**config.mk**
```make
export PLATFORM = sky130hd
export DESIGN_NAME = hamming_sipo_decoder
export DESIGN_NICKNAME = d
export VERILOG_FILES = /design/src/rtl/hamming_pkg.sv /design/src/rtl/hamming74_correct.sv /design/src/rtl/hamming_sipo_decoder.sv
export SDC_FILE = /design/constraint.sdc
export NUM_CORES = 1
export LEC_CHECK = 0
export CAP_MARGIN = 20
export CELL_PAD_IN_SITES_DETAIL_PLACEMENT = 2
export CELL_PAD_IN_SITES_GLOBAL_PLACEMENT = 2
export CORE_ASPECT_RATIO = 1.4
export CORE_MARGIN = 5
export CORE_UTILIZATION = 30
export DETAILED_ROUTE_END_ITERATION = 16
export PLACE_DENSITY = 0.75
export SYNTH_ARGS = -nofsm -noshare
export SYNTH_HDL_FRONTEND = slang
export SYNTH_SLANG_ARGS = --single-unit
```
**constraint.sdc**
```tcl
create_clock -name clk -period 4.9 [get_ports clk]
set_clock_uncertainty 0.15 [all_clocks]
set_input_delay 0.98 -clock clk [delete_from_list [all_inputs] [get_ports clk]]
set_output_delay 0.98 -clock clk [all_outputs]
set_load 0.01 [all_outputs]
```
**src/rtl/hamming_pkg.sv**
```systemverilog
// Shared Hamming(7,4) definitions used by the receive-side decoder (and the
// transmit-side encoder).
//   CODE_W / DATA_W : codeword and data widths
//   *_IDX           : bit index of each parity/data bit inside a codeword
//   hamming74_syndrome(cw) : 3-bit syndrome {s2,s1,s0}, 0 = no error
//   hamming74_extract(cw)  : data word {d3,d2,d1,d0}
package hamming_pkg;

    localparam int unsigned CODE_W = 7;
    localparam int unsigned DATA_W = 4;

    // Position p of the classic Hamming layout lives at bit p-1.
    localparam int unsigned P1_IDX = 0;
    localparam int unsigned P2_IDX = 1;
    localparam int unsigned D0_IDX = 2;
    localparam int unsigned P4_IDX = 3;
    localparam int unsigned D1_IDX = 4;
    localparam int unsigned D2_IDX = 5;
    localparam int unsigned D3_IDX = 6;

    function automatic logic [2:0] hamming74_syndrome(input logic [CODE_W-1:0] cw);
        logic s0;
        logic s1;
        logic s2;
        s0 = cw[P1_IDX] ^ cw[D0_IDX] ^ cw[D1_IDX] ^ cw[D3_IDX];
        s1 = cw[P2_IDX] ^ cw[D0_IDX] ^ cw[D2_IDX] ^ cw[D3_IDX];
        s2 = cw[P4_IDX] ^ cw[D1_IDX] ^ cw[D2_IDX] ^ cw[D3_IDX];
        return {s2, s1, s0};
    endfunction

    function automatic logic [DATA_W-1:0] hamming74_extract(input logic [CODE_W-1:0] cw);
        return {cw[D3_IDX], cw[D2_IDX], cw[D1_IDX], cw[D0_IDX]};
    endfunction

endpackage

```
**src/rtl/hamming74_correct.sv**
```systemverilog
// Combinational Hamming(7,4) syndrome computation and single-bit correction.
// Ports:
//   codeword_i        : received codeword
//   data_o            : data word, corrected when CORRECT_EN=1
//   syndrome_o        : error position 1..7, 0 = no error
//   error_corrected_o : a non-zero syndrome was seen and correction is enabled
module hamming74_correct
    import hamming_pkg::*;
#(
    parameter bit CORRECT_EN = 1'b1
) (
    input  logic [CODE_W-1:0] codeword_i,
    output logic [DATA_W-1:0] data_o,
    output logic [2:0]        syndrome_o,
    output logic              error_corrected_o
);

    logic [CODE_W-1:0] flip;
    logic [CODE_W-1:0] fixed;

    always_comb begin
        syndrome_o = hamming74_syndrome(codeword_i);
        // Syndrome value p selects bit p-1; zero selects nothing.
        flip = '0;
        for (int unsigned i = 0; i < CODE_W; i++) begin
            flip[i] = (syndrome_o == 3'(i + 1));
        end
        fixed             = CORRECT_EN ? (codeword_i ^ flip) : codeword_i;
        data_o            = hamming74_extract(fixed);
        error_corrected_o = CORRECT_EN && (syndrome_o != 3'd0);
    end

endmodule

```
**src/rtl/hamming_sipo_decoder.sv**
```systemverilog
// Serial-in Hamming(7,4) receiver: frames the serial stream into codewords,
// corrects single-bit errors and presents a registered data word.
// Ports:
//   clk, rst        : clock, asynchronous active-high reset
//   serial_in       : serial codeword bit, sampled when bit_valid is high
//   bit_valid       : qualifies serial_in and frame_start
//   frame_start     : marks bit 0 of a word
//   codeword_out    : received codeword before correction
//   data_out        : corrected data {d3,d2,d1,d0}
//   syndrome        : error position 1..7, 0 = clean
//   error_corrected : non-zero syndrome with correction enabled
//   word_valid      : one-cycle strobe, outputs above valid with it
//   resync          : one-cycle pulse, a partial word was discarded
module hamming_sipo_decoder #(
    parameter int unsigned CODE_W     = 7,
    parameter bit          LSB_FIRST  = 1'b1,
    parameter bit          CORRECT_EN = 1'b1
) (
    input  logic                           clk,
    input  logic                           rst,
    input  logic                           serial_in,
    input  logic                           bit_valid,
    input  logic                           frame_start,
    output logic [CODE_W-1:0]              codeword_out,
    output logic [hamming_pkg::DATA_W-1:0] data_out,
    output logic [2:0]                     syndrome,
    output logic                           error_corrected,
    output logic                           word_valid,
    output logic                           resync
);

    import hamming_pkg::*;

    if (CODE_W != hamming_pkg::CODE_W) begin : g_bad_width
        $error("hamming_sipo_decoder: only CODE_W=7 is supported");
    end

    localparam logic [0:0] IDLE = 1'b0;
    localparam logic [0:0] RECV = 1'b1;

    localparam logic [2:0] LAST_BIT = 3'(CODE_W - 1);

    logic [0:0]        state_q, state_d;
    logic [2:0]        cnt_q, cnt_d;
    logic [CODE_W-1:0] shreg_q, shreg_d;
    logic [CODE_W-1:0] cap_q, cap_d;
    logic              cap_vld_q, cap_vld_d;
    logic              resync_q, resync_d;
    logic [CODE_W-1:0] shifted;

    logic [CODE_W-1:0] cw_out_q;
    logic [DATA_W-1:0] data_q;
    logic [2:0]        syn_q;
    logic              corr_q;
    logic              wv_q;

    logic [DATA_W-1:0] fix_data;
    logic [2:0]        fix_syn;
    logic              fix_corr;

    always_comb begin
        state_d   = state_q;
        cnt_d     = cnt_q;
        shreg_d   = shreg_q;
        cap_d     = cap_q;
        cap_vld_d = 1'b0;
        resync_d  = 1'b0;

        // After CODE_W shifts the first bit lands at bit 0 (LSB first) or at
        // the top bit (MSB first).
        if (LSB_FIRST) begin
            shifted = {serial_in, shreg_q[CODE_W-1:1]};
        end else begin
            shifted = {shreg_q[CODE_W-2:0], serial_in};
        end

        if (bit_valid) begin
            case (state_q)
                IDLE: begin
                    if (frame_start) begin
                        shreg_d = shifted;
                        cnt_d   = 3'd1;
                        state_d = RECV;
                    end
                end
                RECV: begin
                    shreg_d = shifted;
                    // frame_start outranks completion, even on the 7th bit.
                    if (frame_start && (cnt_q != 3'd0)) begin
                        cnt_d    = 3'd1;
                        resync_d = 1'b1;
                    end else if (cnt_q == LAST_BIT) begin
                        cnt_d     = 3'd0;
                        cap_d     = shifted;
                        cap_vld_d = 1'b1;
                    end else begin
                        cnt_d = cnt_q + 3'd1;
                    end
                end
                default: state_d = IDLE;
            endcase
        end
    end

    always_ff @(posedge clk or posedge rst) begin
        if (rst) begin
            state_q   <= IDLE;
            cnt_q     <= '0;
            shreg_q   <= '0;
            cap_q     <= '0;
            cap_vld_q <= 1'b0;
            resync_q  <= 1'b0;
        end else begin
            state_q   <= state_d;
            cnt_q     <= cnt_d;
            shreg_q   <= shreg_d;
            cap_q     <= cap_d;
            cap_vld_q <= cap_vld_d;
            resync_q  <= resync_d;
        end
    end

    hamming74_correct #(
        .CORRECT_EN (CORRECT_EN)
    ) u_correct (
        .codeword_i        (cap_q),
        .data_o            (fix_data),
        .syndrome_o        (fix_syn),
        .error_corrected_o (fix_corr)
    );

    // Output register: loads the cycle after capture and holds until the next word.
    always_ff @(posedge clk or posedge rst) begin
        if (rst) begin
            cw_out_q <= '0;
            data_q   <= '0;
            syn_q    <= '0;
            corr_q   <= 1'b0;
            wv_q     <= 1'b0;
        end else begin
            wv_q <= cap_vld_q;
            if (cap_vld_q) begin
                cw_out_q <= cap_q;
                data_q   <= fix_data;
                syn_q    <= fix_syn;
                corr_q   <= fix_corr;
            end
        end
    end

    assign codeword_out    = cw_out_q;
    assign data_out        = data_q;
    assign syndrome        = syn_q;
    assign error_corrected = corr_q;
    assign word_valid      = wv_q;
    assign resync          = resync_q;

endmodule

```
==> impl_metrics.csv <==
group,metric,value,unit
die,die_h,94.1,um
synth,postSynth.asyncResetShare,100,%
clock_network,cts_tree,"yes",
sta,worst_pin_slew,782,ps
power,total_power,726,uW
synth,synth_cell_type_count,29,
final_layout,fin_nets,150,
die,die_w,70.1,um
place,place_hpwl,2.58,mm
synth,ys.flop_type,"dfrtp_1",
sta,setup_viol_count_final,0,
clock_network,ctsHoldBuffers,0,
grt,grt_pass1_wl,5.76,mm
setup_path,cp.arrival,2610,ps
die,core,0.00488,sq mm
clock_network,insertion_delay,280,ps
place,gp_congestion,0.744,
power,power.density,383,mW/mm^2
clock_network,htree_levels,2,
final_layout,regArea,876,sq um
drt,firstDrtPassIters,2,
clock_network,cts_setup_buffers,0,
place,dp_cells,201,
setup_path,startpoint_type,"input port",
min_path,hp-class,"reg -> reg",
die,dieArea,0.00659,sq mm
power,leakage,0.827,nW
final_layout,drive_above_1_share,19.9,%
drt,detail_route.wl_per_cell,15.6,um
sta,tns,0,ps
final_layout,mostFrequentLayoutCell,"dfrtp_1",
power,p_int,511,uW
synth,syn_nets,127,
final_layout,fin_cells,210,
power,switching_share,29.5,%
clock_network,cts.clk_slew.worst_paths,70,ps
sta,fin_crit_sh,52.9,%
grt,grt-ovfl-total,0,
grt,grt_pass1_vias,1208,
final_layout,design_area,0.00189,sq mm
clock_network,cts_buffer_depth,2,
synth,syn_area_per_cell,12.4,sq um
power,power_switching,214,uW
final_layout,multi_input_area,586,sq um
sta,finalMaxSlewViolations,0,
power,pwr-share-clk,26.8,%
setup_path,crit_required,4910,ps
die,initial_core_util,31.1,%
drt,drc_errors,0,
synth,synthesis.instances,122,
status,status,"finished clean",
grt,grt_max_degree,27,
sta,rsz0062_at_grt,"false",
sta,slew_headroom,47.8,%
drt,vias,1029,
final_layout,diodes,0,
synth,synth-seq-cells,35,
clock_network,numCtsBuffers,5,
sta,period_minus_slack,2590,ps
setup_path,crit_path_max_fanout,9,
final_layout,fillers,521,
die,fp-row-count,30,
power,pwr-share-seq,50.0,%
die,io_pins,22,
grt,grtUsageTotal,11.1,%
power,ir_worst_vdd,0.147,mV
drt,via_per_inst,4.90,
sta,hold-worst-slack,354,ps
place,placed_cell_area,0.00179,sq mm
clock_network,cts.sink_count,35,
place,numPortBuffers,21,
setup_path,end_kind,"flip-flop",
synth,synth_area,0.00152,sq mm
setup_path,path_class,"in -> reg",
drt,initialDrtViolationCount,32,
synth,ys_warn_count,0,
drt,antenna_left,0,
run,maxCapViolCount,0,
drt,totalWireLength,3.29,mm
synth,synth_edf_count,0,
power,pwr-share-comb,23.2,%
grt,antenna_found_initial,0,
sta,fmax,385,MHz
sta,hold_violations,0,
clock_network,ctsResizeCount,0,
clock_network,cts_root_buffer,"clkbuf_8",
final_layout,areaGrowthSynthToFinish,25.0,%
synth,ys_seq_area_share,57.8,%
final_layout,mostFrequentLayoutCells,"35 x dfrtp_1, 21 x clkdlybuf4s50_1, 19 x mux2_2, 7 x nor2_1, 7 x inv_1",
==> through the flow <==
| step | setup WS, ps | util [%] |
|---|---|---|
| final | 2310 | 38.8 |
| after global routing | 2260 | 38.8 |
| after CTS | 2310 | 38.3 |
| after detailed placement | 2010 | 36.6 |
| after global placement | 2080 | 36.6 |
| after floorplan | 2520 | - |
==> cell type report <==
type,instances,share of cell area (%)
clock inverters,1,0.264
inverters,7,1.39
repair buffers,23,12.9
flip-flops and latches,35,46.2
well taps,64,4.23
multi-input cells,73,30.9
clock buffers,7,4.03
==> cells in the mapped netlist (2+ instances only) <==
master     n  area share [%]
a31oi_1    4             1.7
clkbuf_1   6             1.5
nand3_1    2            0.66
nand2_1    4            0.99
o31ai_1    2            0.99
nor2_1     7             1.7
o21ai_0    4             1.3
a21o_1     2            0.99
a21oi_1    5             1.7
dfrtp_1   35              58
inv_1      7             1.7
xnor2_1    5             2.9
or4_1      3             1.5
xor2_1     3             1.7
mux2_2    19              14
==> worst max-delay path, stage by stage <==
cell	delay [ps]
clkdlybuf4s50_1	550
or4_1	740
mux2_2	340
==> path summary, 6_finish.rpt <==
path	end	from	cells after the start	slack (ps)
worst max-delay path	cap_q[1]	frame_start	3	2310
worst min-delay path	cap_q[0]	shreg_q[1]	1	350
worst max register to register	data_out[2]	cap_q[4]	4	2900
worst min register to register	cap_q[0]	shreg_q[1]	1	350
max in group asynchronous	codeword_out[2]	rst	4	3290
min in group asynchronous	word_valid	rst	2	740
==> sequential cells by signal, indices dropped and copies added (netlist names) <==
register / flops
cap_q: 7
cap_vld_q: 1
cnt_q: 3
codeword_out: 7
data_out: 4
error_corrected: 1
resync: 1
shreg_q: 6
state_q: 1
syndrome: 3
word_valid: 1
==> cells by family (layout without fill, tap and decap cells) <==
logic type | after synthesis | in the layout | synth area share [%]
xor gates and xnor gates | 10 | 10 | 7.18
buffers and inverters | 14 | 38 | 3.55
DFF | 35 | 35 | 57.8
and+or+nand+nor | 19 | 19 | 6.36
muxes | 19 | 19 | 14.1
AOI/OAI and AO/OA | 25 | 25 | 11.0
==> layer usage <==
layer | track usage [%] | routed length [um] | vias to the layer above
met1 | 10.1 | 1190 | 528
met2 | 21.8 | 1890 | 19
li1 | - | - | 476
met4 | 5.75 | 72 | 0
met3 | 3.32 | 136 | 6
met5 | 0 | 0 | -
==> power groups by stage <==
stage | Clock (mW) | Sequential [mW] | Combinational, mW
2_1_floorplan | 0 | 0.363 | 0.104
3_3_place_gp | 0 | 0.365 | 0.158
3_5_place_dp | 0 | 0.371 | 0.170
4_1_cts | 0.207 | 0.365 | 0.170
6_report | 0.195 | 0.363 | 0.168
5_1_grt | 0.216 | 0.370 | 0.188
No activity file was read; power rests on OpenSTA's default activity.
==> patch 1 (config.mk and constraints unchanged) <==
Set the parameter `LSB_FIRST` to 1'b0 (it was 1'b1).
--- a/src/rtl/hamming_sipo_decoder.sv
+++ b/src/rtl/hamming_sipo_decoder.sv
@@ -13,7 +13,7 @@
 //   resync          : one-cycle pulse, a partial word was discarded
 module hamming_sipo_decoder #(
     parameter int unsigned CODE_W     = 7,
-    parameter bit          LSB_FIRST  = 1'b1,
+    parameter bit          LSB_FIRST  = 1'b0,
     parameter bit          CORRECT_EN = 1'b1
 ) (
     input  logic                           clk,
Formal check against the unedited RTL: not equivalent (Yosys sat finds a counterexample within 10 cycles, from zero or initial values and one cycle with rst high).
==> patch 1 against the original RTL <==
- routed wire length rose by 2.5%
- sequential cell count did not move
- sequential power barely moved
- synthesized area fell by 0.33%
- highest routed layer unchanged
- maximum frequency rose by 0.52%
- largest power group unchanged
- design area rose by 0.40%
- critical path depth rose by 1
- non-clock buffer count fell by 1
- first-iteration DRC count fell by 38%
- critical path type unchanged
- setup slack improved by 0.014 ns
- total power rose by 9.7%
==> patch 1: results (changes against the original RTL) <==
finish:
  area_delta_synth_final_pct: 25.9
  nets: 151  # +0.67%
  layout-drive-gt1-share_pct: 20.4  # +0.55 points
  num-fill-cells: 530  # +1.7%
synthesis:
  synth-xor-area-share_pct: 7.21  # +0.024 points
  muxShareOfSynthArea_pct: 14.2  # +0.047 points
  synth_fp_nets: 128  # +0.79%
  netlist_top_cells_area: "dfrtp_1 (58%), mux2_2 (14%), xnor2_1 (2.9%), inv_1 (2.0%), nor2_1 (1.7%)"
  yosys-top-cells-count: "dfrtp_1 (35), mux2_2 (19), inv_1 (8), nor2_1 (7)"
  synthDistinctLibCells: 27  # -6.9%
  seq_area_frac_synth_pct: 58.0  # +0.19 points
  synth_fa_ha_area_share_pct: 0  # unchanged
  synth-compound-area-share_pct: 10.2  # -0.79 points
grt:
  grt_pass1_vias: 1140  # -5.6%
  grt.total_usage_pct: 11.2  # +0.033 points
  grtUsageMet1_pct: 11.5  # +1.4 points
  grt_pass1_wl_mm: 5.71  # -0.83%
  use_met3_pct: 3.21  # -0.11 points
  use_met2_pct: 21.1  # -0.71 points
  grt_start_max_net_pins: 36  # +33%
clocking:
  cts_setup_buffers: 0  # unchanged
  ctsRootBufferMaster: "clkbuf_8"
  clk_pin_slew_ns: 0.07  # about the same
power:
  ir_drop_mv: 0.166  # +13%
  p_leak_uw: 0.000832  # +0.72%
sta:
  finalMaxSlewViolations: 0  # unchanged
  worst_pin_slew_ns: 0.779  # -0.00386 ns
route:
  drt_wl_total_mm: 3.37  # +2.5%
  initialDrtViolationCount: 20  # -38%
  first_pass_iters: 4  # +2
  num_vias: 1014  # -1.5%
outcome:
  status: "finished, final reports clean"
placed_design:
  dp_hpwl_mm: 2.52  # -2.5%
  pre_cts_ws_ns: 2.02  # +0.00656 ns
  postPlaceCellArea_mm2: 0.00178  # about the same
  gp_congestion: 0.745  # +0.11%
critical_path:
  critPathMaxStageDelay_ns: 0.61  # -0.13 ns
  worstPathArrival_ns: 2.60  # about the same
  path_max_fanout: 8  # -1
[patch 1: worst paths after layout]
check / startpoint / to / slack, ns
setup / recovery: bit_valid / cap_q[0]$_DFFE_PP0P_ / 2.32
hold / removal: codeword_out[4]$_DFFE_PP0P_ / codeword_out[4]$_DFFE_PP0P_ / 0.36
setup reg to reg: cap_q[6]$_DFFE_PP0P_ / data_out[0]$_DFFE_PP0P_ / 2.90
hold reg to reg: codeword_out[4]$_DFFE_PP0P_ / codeword_out[4]$_DFFE_PP0P_ / 0.36
max in group asynchronous: rst / codeword_out[0]$_DFFE_PP0P_ / 3.34
min in group asynchronous: rst / cnt_q[0]$_DFFE_PP0P_ / 0.95
[patch 1: report_power, final]
group	switching [µW]	internal [µW]
sequential	36.2	328
combinational	83.8	81.9
clock	102	165
total	223	574
[patch 1: final cells by class]
type,count,area share (%)
sequential,35,46.1
multi-input combinational,74,30.5
timing repair buffer,22,11.4
clock buffer,6,4.34
tap,64,4.21
clock inverter,2,1.84
inverter,8,1.58
[patch 1: worst max-delay path: cells and delay by family]
| kind | cells | cell delay (ns) |
|---|---|---|
| buf+inv | 1 | 0.54 |
| simple gates | 2 | 0.74 |
| mux | 1 | 0.34 |
[patch 1: logic make-up (layout without fill, tap and decap cells)]
logic type	count (synthesis)	count (layout)
XOR/XNOR	10	10
multiplexers	19	19
flip-flops	35	35
buffers and inverters	14	38
AND/OR/NAND/NOR	21	21
AO/OA/AOI/OAI	24	24
[patch 1: layer usage]
layer | wire, µm | vias to the layer above
met1 | 1260 | 517
met4 | 51 | 0
li1 | - | 473
met2 | 1930 | 18
met3 | 128 | 6
met5 | 0 | -
[patch 1: per-stage QoR]
stage,std cells,total power (µW)
4_1_cts,211,815
6_report,211,797
3_5_place_dp,203,540
5_1_grt,211,844
3_3_place_gp,203,524
2_1_floorplan,123,468
